--- config.mk ---
export PLATFORM = sky130hd
export DESIGN_NAME = fifo_rd_packer
export DESIGN_NICKNAME = d
export VERILOG_FILES = /design/src/rtl/fifo_pkg.sv /design/src/rtl/fifo_rd_packer.sv
export SDC_FILE = /design/constraint.sdc
export NUM_CORES = 1
export LEC_CHECK = 0
export ABC_AREA = 1
export CORE_MARGIN = 4
export CORE_UTILIZATION = 45
export CTS_CLUSTER_SIZE = 24
export DETAILED_ROUTE_END_ITERATION = 6
export HOLD_SLACK_MARGIN = 0.15
export PLACE_DENSITY = 0.77
export REMOVE_ABC_BUFFERS = 1
export SKIP_LAST_GASP = 1
export SYNTH_ARGS = -nofsm -noshare
export SYNTH_HDL_FRONTEND = slang
export SYNTH_SLANG_ARGS = --single-unit
--- constraint.sdc ---
create_clock -name clk -period 5.5 [get_ports clk]
set_input_delay 1.1 -clock clk [delete_from_list [all_inputs] [get_ports clk]]
set_output_delay 1.1 -clock clk [all_outputs]
set_load 0.01 [all_outputs]
--- src/rtl/fifo_pkg.sv ---
// Shared definitions for the synchronous FIFO and its read-side packer.
package fifo_pkg;

  localparam int FIFO_DATA_WIDTH = 8;
  localparam int FIFO_ADDR_WIDTH = 3;

  typedef enum logic {
    S_FILL = 1'b0,
    S_HOLD = 1'b1
  } state_t;

  // Mask with the low n bits set; saturates at 32 lanes.
  function automatic logic [31:0] keep_mask(input logic [31:0] n);
    if (n >= 32'd32) begin
      keep_mask = '1;
    end else begin
      keep_mask = (32'd1 << n) - 32'd1;
    end
  endfunction

endpackage

--- src/rtl/fifo_rd_packer.sv ---
// Pops narrow words from a first-word-fall-through FIFO and packs PACK of them
// into one wide beat on a valid/ready stream; flush closes a partial beat.
module fifo_rd_packer
  import fifo_pkg::*;
#(
  parameter int DATA_WIDTH = FIFO_DATA_WIDTH,
  parameter int PACK       = 4
) (
  input  logic                       clk,
  input  logic                       reset,
  input  logic                       fifo_empty,
  input  logic [DATA_WIDTH-1:0]      fifo_r_data,
  output logic                       fifo_rd,
  input  logic                       flush,
  output logic [DATA_WIDTH*PACK-1:0] out_data,
  output logic [PACK-1:0]            out_keep,
  output logic                       out_valid,
  input  logic                       out_ready,
  output logic                       busy
);

  localparam int CNT_W = $clog2(PACK);
  localparam logic [CNT_W:0] LAST_LANE = (CNT_W + 1)'(PACK - 1);

  state_t                     state_reg;
  logic [CNT_W:0]             cnt_reg;
  logic [DATA_WIDTH*PACK-1:0] data_reg;
  logic [PACK-1:0]            keep_reg;
  logic                       out_valid_reg;

  logic                       pop;
  logic [CNT_W:0]             fill_next;
  logic [PACK-1:0]            keep_next;
  logic [CNT_W-1:0]           lane_sel;

  always_comb begin
    pop       = !fifo_empty && ((state_reg == S_FILL) || (state_reg == S_HOLD && out_ready));
    // Lane count including a word popped this cycle, used for the flush mask.
    fill_next = cnt_reg + (CNT_W + 1)'(pop);
    keep_next = PACK'(keep_mask(32'(fill_next)));
    lane_sel  = cnt_reg[CNT_W-1:0];
  end

  always_ff @(posedge clk or posedge reset) begin
    if (reset) begin
      state_reg     <= S_FILL;
      cnt_reg       <= '0;
      data_reg      <= '0;
      keep_reg      <= '0;
      out_valid_reg <= 1'b0;
    end else begin
      case (state_reg)
        S_FILL: begin
          if (pop) begin
            data_reg[lane_sel*DATA_WIDTH +: DATA_WIDTH] <= fifo_r_data;
          end
          if ((pop && cnt_reg == LAST_LANE) || (flush && fill_next != '0)) begin
            state_reg     <= S_HOLD;
            out_valid_reg <= 1'b1;
            keep_reg      <= keep_next;
            cnt_reg       <= '0;
          end else begin
            cnt_reg <= fill_next;
          end
        end
        S_HOLD: begin
          // Handshake frees the lanes; a word popped in the same cycle starts the next beat.
          if (out_ready) begin
            state_reg     <= S_FILL;
            out_valid_reg <= 1'b0;
            keep_reg      <= '0;
            data_reg      <= '0;
            if (pop) begin
              data_reg[DATA_WIDTH-1:0] <= fifo_r_data;
              cnt_reg                  <= (CNT_W + 1)'(1);
            end else begin
              cnt_reg <= '0;
            end
          end
        end
        default: state_reg <= S_FILL;
      endcase
    end
  end

  assign fifo_rd   = pop && !reset;
  assign out_data  = data_reg;
  assign out_keep  = keep_reg;
  assign out_valid = out_valid_reg;
  assign busy      = (cnt_reg != '0) || out_valid_reg;

endmodule

==> flow_metrics.py, run 1 <==
metrics = {
    "worst_setup_path": {
        "critical_path_class": "input port to output pin",
        "regToRegSetupSlack_ns": 3.30,
        "crit_fanout": 6,
        "worstPathArrival_ns": 2.55,
        "reg2reg_from": "state_reg$_DFF_PP0_",
        "rr_worst_depth": 12,
        "required_ns": 4.40,
        "critPathCaptureType": "output pin",
        "timing.rr.end": "out_keep[2]$_DFFE_PP0P_",
        "start_kind": "input port",
    },
    "worst_hold_path": {
        "hold_path_class": "register to register",
        "hp-start": "out_data[7]$_DFFE_PP0P_",
        "min_to": "out_data[7]$_DFFE_PP0P_",
        "min_delay_path_depth": 2,
    },
    "timing": {
        "finClkSkew_ns": 0.00817,
        "relSlewSlack": 0.649,
        "hold_violations": 0,
        "rsz0062_at_grt": "no",
        "tightest_slew_ns": 0.527,
        "fmax_ghz": 0.274,
        "post-route-period-util": 0.663,
        "setup_violations": 0,
        "finalCriticalPeriod_ns": 3.65,
        "drv_slew": 0,
        "finalSetupTns_ns": 0,
    },
    "clocking": {
        "ctsHoldBuffers": 0,
        "cts_buffers": 5,
        "cts_buffer_depth": 2,
        "clk_latency_ns": 0.30,
        "clk_pin_slew_ns": 0.08,
        "cts_setup_buffers": 0,
        "cts_sinks": 41,
        "cts_tree": "yes",
        "postCtsResizedCells": 0,
        "cts_max_level": 2,
        "root_buffer": "clkbuf_8",
    },
    "synth": {
        "synth_top_family_by_area": "simple AND/OR/NAND/NOR gates",
        "synth_compound_area_frac": 0.0533,
        "synth_top_area_share": 0.514,
        "muxShareOfSynthArea": 0.00564,
        "yosys_most_used_dff": "dfrtp_1",
        "synth_fa_ha_area_frac": 0.0502,
        "yosys-top-cells-area": "dfrtp_1 (51%), nand2_1 (13%), nand3_1 (12%), ha_1 (5.0%), inv_1 (4.5%)",
        "avgSynthCellArea_um2": 8.35,
        "async_flop_share": 1.00,
        "synth_commonest_cells": "nand2_1 (70), nand3_1 (47), dfrtp_1 (41)",
        "yosys.area_share.simple": 0.317,
        "yosysMostFrequentCell": "nand2_1",
        "synth_cell_types": 20,
        "syn-instance-count": 239,
        "syn-cell-area_mm2": 0.00200,
        "synthXorXnorAreaFrac": 0,
        "synth-edff-count": 0,
        "yosys.area.top_type": "dfrtp_1",
        "yosys_warnings": 0,
        "yosysSeqAreaShare": 0.514,
        "synth-seq-cells": 41,
    },
    "flow_run": {
        "max_cap_viol_count": 0,
    },
    "finish": {
        "syn_to_final_growth_pct": 32.9,
        "stdcell_count": 346,
        "nFillCells": 399,
        "multi_input_area_um2": 851,
        "largest_register_ffs": 32,
        "layout-drive-gt1-share": 0.0743,
        "n_antenna_cell": 0,
        "final-seq-area_mm2": 0.00103,
        "nets": 316,
    },
    "global_routing": {
        "grt_pass1_wl_um": 7850,
        "antenna_found_initial": 0,
        "globalRouteOverflowTotal": 0,
        "track_usage": 0.186,
        "grt_max_degree": 42,
        "grt_pass1_vias": 1706,
    },
    "routing": {
        "vias_per_cell": 5.12,
        "wl_per_cell_um": 13.5,
        "via_count": 1770,
        "post-route-drc-count": 0,
        "ant_nets": 0,
        "firstDrtPassIters": 4,
        "drt-initial-drc-count": 135,
        "routed_wl_um": 4660,
    },
    "die": {
        "die_x_um": 74.6,
        "die_y_um": 74.6,
        "start_util": 0.482,
        "coreArea_mm2": 0.00414,
        "ios": 52,
        "rows": 23,
        "die_area_mm2": 0.00556,
    },
    "outcome": {
        "status": "complete, no violations",
    },
    "power_and_ir_drop": {
        "power_mw": 1.00,
        "p_leak_nw": 1.36,
        "vdd_drop_max_uv": 165,
        "powerDensity_mw_per_mm2": 378,
    },
    "place": {
        "gp_congestion": 0.856,
        "place_inst": 338,
        "portBuffers": 51,
        "hpwl_um": 3460,
    },
}
## cell usage in the layout (no fill, tap or decap), types with 2 or more instances in the layout
master,count
nor2_1,11
dfrtp_1,41
nand2_1,70
inv_2,2
inv_1,24
o22ai_1,2
nand3b_1,2
nand2_2,7
clkdlybuf4s50_1,51
nand3_1,47
nand4_1,2
ha_1,8
clkbuf_8,6
o21ai_0,14
## area by class of cell
type                    count  share of cell area
clock buffers               6              0.0311
clock inverters             2             0.00519
inverters                  26              0.0368
multi-input cells         169               0.321
flip-flops and latches     41               0.387
well taps                  50              0.0236
repair buffers             52               0.195
## logic make-up (layout without fill, tap and decap cells)
| group | count (synthesis) | count (layout) |
|---|---|---|
| AO/OA/AOI/OAI | 19 | 19 |
| adder cells (fa/ha/maj) | 8 | 8 |
| buffers and inverters | 29 | 86 |
| flip-flops | 41 | 41 |
| multiplexers | 1 | 1 |
| AND/OR/NAND/NOR | 141 | 141 |
## critical path: stages
cell             delay, ns
clkdlybuf4s50_1       0.49
inv_1                 0.04
nand2_1               0.15
nand2_1               0.10
nor2_1                0.10
clkdlybuf4s50_1       0.55
## power by group
group | switching [mW] | internal, mW
sequential | 0.0378 | 0.344
clock | 0.104 | 0.102
combinational | 0.253 | 0.162
total | 0.395 | 0.608
## through the flow
stage                      util  hold WS [ns]  cell area (um2)  setup slack [ns]
after floorplan               -         0.516             1970              2.89
after global placement    0.617         0.463             2550              1.91
final                     0.640         0.489             2650              1.85
after CTS                 0.640         0.486             2650              1.86
after detailed placement  0.617         0.465             2550              1.87
after global routing      0.640         0.505             2650              1.82
## worst max path at each step
stage               slack (ns)                      end      start  cells after the start
global route              1.82                  fifo_rd  out_ready                      6
global placement          1.91                  fifo_rd  out_ready                      6
finish                    1.85                  fifo_rd  out_ready                      6
floorplan                 2.89  out_keep[2]$_DFFE_PP0P_  out_ready                     13
detailed placement        1.87                  fifo_rd  out_ready                      6
CTS                       1.86                  fifo_rd  out_ready                      6
## metal layers
metal | GRT usage | up-vias | part of all wire
met1 | 0.270 | 829 | 0.50
met3 | 0.0568 | 8 | 0.059
met5 | 0 | - | 0
met2 | 0.263 | 47 | 0.43
li1 | - | 886 | -
met4 | 0.0613 | 0 | 0.015
Power figures use the tool's default switching activity.
==> run 2: changes to the inputs <==
clock period = 3.4 ns   (was 5.5 ns; I/O delays follow)
==> run 2 against run 1 <==
- clock power grew 120%
- core utilization increased by 0.91 points
- die area is the same
- via count barely moved
- largest power group unchanged
==> flow_metrics.py, run 2 (synthesis results as in run 1) <==
metrics = {
    "power_and_ir_drop": {
        "clockPowerShare": 0.263,
        "p_comb_frac": 0.383,
        "cellInternalPower_mw": 1.11,
        "p_leak_nw": 1.37,
        "seqPwrFrac": 0.354,
        "switching_share": 0.363,
        "powerDensity_mw_per_mm2": 649,
        "p_sw_mw": 0.634,
        "vdd_drop_max_uv": 287,
    },
    "worst_setup_path": {
        "critPathCaptureType": "output pin",
        "crit_fanout": 6,
        "worstPathArrival_ns": 2.11,
        "required_ns": 2.72,
        "rr_worst_depth": 12,
        "critical_path_class": "input port to output pin",
        "start_kind": "input port",
    },
    "timing": {
        "relSlewSlack": 0.643,
        "hold_ws_ns": 0.493,
        "finClkSkew_ns": 0.00673,
        "tightest_slew_ns": 0.536,
        "fmax_ghz": 0.358,
        "finalSetupTns_ns": 0,
        "setup_violations": 0,
        "hold_violations": 0,
        "post-route-period-util": 0.822,
        "finalCriticalPeriod_ns": 2.79,
        "rsz0062_at_grt": "no",
        "drv_slew": 0,
    },
    "routing": {
        "vias_per_cell": 5.11,
        "drt-initial-drc-count": 93,
        "post-route-drc-count": 0,
        "routed_wl_um": 4630,
        "wl_per_cell_um": 13.4,
        "ant_nets": 0,
        "via_count": 1769,
        "firstDrtPassIters": 4,
    },
    "die": {
        "die_x_um": 74.6,
        "coreArea_mm2": 0.00414,
        "start_util": 0.482,
        "rows": 23,
        "die_y_um": 74.6,
        "ios": 52,
        "die_area_mm2": 0.00556,
    },
    "finish": {
        "n_antenna_cell": 0,
        "layout-drive-gt1-share": 0.0743,
        "nFillCells": 361,
        "largest_register_ffs": 32,
        "syn_to_final_growth_pct": 34.7,
        "most-common-layout-cells": "nand2_1 (70), clkdlybuf4s50_1 (51), nand3_1 (47)",
        "final_common_cell": "nand2_1",
        "nets": 316,
    },
    "clocking": {
        "cts_setup_buffers": 0,
        "ctsHoldBuffers": 0,
        "cts_buffers": 5,
        "root_buffer": "clkbuf_8",
        "clk_pin_slew_ns": 0.08,
        "cts_sinks": 41,
        "cts_buffer_depth": 2,
        "cts_max_level": 2,
        "clk_latency_ns": 0.29,
        "cts_tree": "yes",
        "postCtsResizedCells": 0,
    },
    "flow_run": {
        "max_cap_viol_count": 0,
    },
    "global_routing": {
        "globalRouteOverflowTotal": 0,
        "track_usage": 0.185,
        "grt_pass1_wl_um": 7790,
        "grt_max_degree": 42,
        "antenna_found_initial": 0,
        "grt_pass1_vias": 1681,
    },
    "outcome": {
        "status": "complete, no violations",
    },
    "worst_hold_path": {
        "min_delay_path_depth": 2,
        "hold_path_class": "register to register",
    },
    "place": {
        "portBuffers": 51,
        "gp_congestion": 0.865,
        "hpwl_um": 3430,
    },
}
-- run 2: cell types whose count changed in the layout (fill, tap and decap cells not counted) --
cell / change
clkinv_4: -1
clkbuf_8: -1
bufinv_16: +2
-- run 2: path summary, 6_finish.rpt --
| path | from | endpoint | slack (ns) |
|---|---|---|---|
| worst max-delay path | out_ready | fifo_rd | 0.61 |
| worst min-delay path | out_data[1]$_DFFE_PP0P_ | out_data[1]$_DFFE_PP0P_ | 0.49 |
| worst max register to register | state_reg$_DFF_PP0_ | out_keep[2]$_DFFE_PP0P_ | 1.21 |
| worst min register to register | out_data[1]$_DFFE_PP0P_ | out_data[1]$_DFFE_PP0P_ | 0.49 |
| max in group asynchronous | reset | out_data[31]$_DFFE_PP0P_ | 2.19 |
| min in group asynchronous | reset | state_reg$_DFF_PP0_ | 0.85 |
-- run 2: layout make-up --
cell class | instances | area, um2 | share of cell area
multi-input cells | 169 | 851 | 0.316
inverters | 26 | 97.6 | 0.0363
clock inverters | 3 | 65.1 | 0.0242
well taps | 50 | 62.6 | 0.0233
repair buffers | 52 | 518 | 0.193
clock buffers | 5 | 68.8 | 0.0256
flip-flops and latches | 41 | 1030 | 0.382
-- run 2: power by group through the flow --
stage / logic [mW] / registers [mW] / clock network (mW)
after floorplan: 0.407 / 0.642 / 0
after global placement: 0.656 / 0.627 / 0
after detailed placement: 0.668 / 0.625 / 0
after CTS: 0.671 / 0.617 / 0.470
after global routing: 0.757 / 0.627 / 0.490
final: 0.667 / 0.618 / 0.459
-- run 2: critical path: stages --
cell             delay, ns
clkdlybuf4s50_1       0.51
inv_1                 0.05
nand2_1               0.15
nand2_1               0.09
nor2_1                0.10
clkdlybuf4s50_1       0.54
-- run 2: per-stage QoR --
step / cells / utilization / area (um2) / setup WS (ns) / power [mW]
after global routing: 346 / 0.649 / 2690 / 0.571 / 1.87
final: 346 / 0.649 / 2690 / 0.605 / 1.74
after global placement: 338 / 0.617 / 2550 / 0.653 / 1.28
after CTS: 346 / 0.649 / 2690 / 0.613 / 1.76
after floorplan: 236 / - / 1970 / 1.21 / 1.05
after detailed placement: 338 / 0.617 / 2550 / 0.589 / 1.29
-- run 2: metal layers --
metal	routed length [um]	part of all wire	vias to the layer above	GRT usage
met5	0	0	-	0
met4	47	0.010	0	0.0632
met3	278	0.060	5	0.0351
met2	2000	0.43	61	0.273
met1	2300	0.50	814	0.274
li1	-	-	889	-
==> run 3: changes to the inputs <==
clock period = 2.7 ns   (was 3.4 ns; I/O delays follow)
==> run 3 against run 2 <==
- flip-flop and latch count did not move
- via count increased by 0.96%
- die area unchanged
- global-route usage increased by 0.15 points
- clock power up 12%
- critical endpoint unchanged
- cell area up 0.47%
- largest power group unchanged
- cell count increased by 1.2%
- worst setup slack got worse by 0.29 ns
==> flow_metrics.py, run 3 (synthesis results as in run 1) <==
metrics = {
    "outcome": {
        "status": "complete, no violations",
    },
    "routing": {
        "via_count": 1786,
        "firstDrtPassIters": 4,
        "vias_per_cell": 5.10,
        "ant_nets": 0,
        "wl_per_cell_um": 13.4,
        "drt-initial-drc-count": 102,
        "post-route-drc-count": 0,
        "routed_wl_um": 4680,
    },
    "finish": {
        "syn_to_final_growth_pct": 35.4,
        "largest_register_ffs": 32,
        "nFillCells": 378,
        "multi_input_area_um2": 851,
        "most-common-layout-cells": "nand2_1 (70), clkdlybuf4s50_1 (51), nand3_1 (47)",
        "nets": 320,
        "final-seq-area_mm2": 0.00103,
        "postLayoutCoreUtil": 0.652,
        "final_common_cell": "nand2_1",
        "layout-drive-gt1-share": 0.0833,
        "n_antenna_cell": 0,
    },
    "timing": {
        "hold_violations": 0,
        "finalSetupTns_ns": 0,
        "drv_slew": 0,
        "setup_slack_ns": 0.318,
        "fmax_ghz": 0.420,
        "tightest_slew_ns": 0.514,
        "post-route-period-util": 0.882,
        "finalCriticalPeriod_ns": 2.38,
        "relSlewSlack": 0.657,
        "setup_violations": 0,
        "finClkSkew_ns": 0.00784,
        "rsz0062_at_grt": "no",
    },
    "clocking": {
        "ctsHoldBuffers": 0,
        "cts_max_level": 2,
        "cts_setup_buffers": 0,
        "cts_sinks": 41,
        "cts_buffer_depth": 2,
        "cts_tree": "yes",
        "clk_latency_ns": 0.30,
        "root_buffer": "clkbuf_8",
        "clk_pin_slew_ns": 0.07,
        "cts_buffers": 5,
        "postCtsResizedCells": 0,
    },
    "worst_setup_path": {
        "timing.rr.end": "out_keep[2]$_DFFE_PP0P_",
        "rr_worst_depth": 12,
        "start_kind": "input port",
        "crit_fanout": 2,
        "worstPathArrival_ns": 1.84,
        "critPathCaptureType": "output pin",
        "regToRegSetupSlack_ns": 0.65,
        "required_ns": 2.16,
        "critical_path_class": "input port to output pin",
        "reg2reg_from": "state_reg$_DFF_PP0_",
    },
    "die": {
        "die_y_um": 74.6,
        "coreArea_mm2": 0.00414,
        "rows": 23,
        "start_util": 0.482,
        "die_area_mm2": 0.00556,
        "die_x_um": 74.6,
        "ios": 52,
    },
    "flow_run": {
        "max_cap_viol_count": 0,
    },
    "global_routing": {
        "grt_max_degree": 42,
        "globalRouteOverflowTotal": 0,
        "grt_pass1_vias": 1735,
        "track_usage": 0.187,
        "antenna_found_initial": 0,
        "grt_pass1_wl_um": 7960,
    },
    "worst_hold_path": {
        "hp-start": "out_data[1]$_DFFE_PP0P_",
        "min_delay_path_depth": 2,
        "min_to": "out_data[1]$_DFFE_PP0P_",
        "hold_path_class": "register to register",
    },
    "power_and_ir_drop": {
        "p_leak_nw": 1.38,
        "powerDensity_mw_per_mm2": 801,
        "vdd_drop_max_uv": 506,
    },
    "place": {
        "gp_congestion": 0.907,
        "portBuffers": 51,
        "dp_slack_ns": 0.0836,
        "hpwl_um": 3450,
    },
}
run 3: worst max-delay path, cell delays in order:
cell and delay [ns]:
clkdlybuf4s50_1 0.49, inv_1 0.04, nand2_1 0.07, nand2_1 0.07, nor2_1 0.09, clkdlybuf4s50_1 0.54
run 3: worst max-delay path by stage:
| stage | start | endpoint | slack, ns | cells past startpoint |
|---|---|---|---|---|
| 2_1_floorplan | out_ready | out_keep[2]$_DFFE_PP0P_ | 0.65 | 13 |
| 3_3_place_gp | fifo_empty | out_keep[2]$_DFFE_PP0P_ | 0.14 | 13 |
| 3_5_place_dp | fifo_empty | out_keep[2]$_DFFE_PP0P_ | 0.08 | 13 |
| 4_1_cts | out_ready | fifo_rd | 0.31 | 6 |
| 5_1_grt | fifo_empty | out_keep[0]$_DFFE_PP0P_ | 0.21 | 13 |
| 6_report | out_ready | fifo_rd | 0.32 | 6 |
run 3: layer usage:
layer / part of all wire / global-route usage / vias to the layer above
met5: 0 / 0 / -
met4: 0.012 / 0.0573 / 0
met3: 0.069 / 0.0595 / 6
met2: 0.42 / 0.270 / 62
met1: 0.50 / 0.268 / 820
li1: - / - / 898
run 3: final cells by class:
class,count,share of cell area
Timing Repair Buffer,56,0.203
Multi-Input combinational cell,169,0.315
Tap cell,50,0.0232
Inverter,26,0.0361
Clock buffer,7,0.0320
Clock inverter,1,0.0111
Sequential cell,41,0.380
run 3: per-stage QoR:
| stage | area, um2 | power, mW | hold slack (ns) | cells |
|---|---|---|---|---|
| 3_5_place_dp | 2580 | 1.66 | 0.470 | 342 |
| 6_report | 2700 | 2.16 | 0.488 | 350 |
| 5_1_grt | 2700 | 2.33 | 0.516 | 350 |
| 4_1_cts | 2700 | 2.18 | 0.494 | 350 |
| 2_1_floorplan | 1970 | 1.32 | 0.516 | 236 |
| 3_3_place_gp | 2580 | 1.65 | 0.462 | 342 |
run 3: report_power, final:
part	total, mW	internal (mW)	leakage [nW]	switching [mW]
Sequential	0.761	0.701	0.559	0.0597
Combinational	0.892	0.355	0.764	0.537
Clock	0.512	0.301	0.0585	0.211
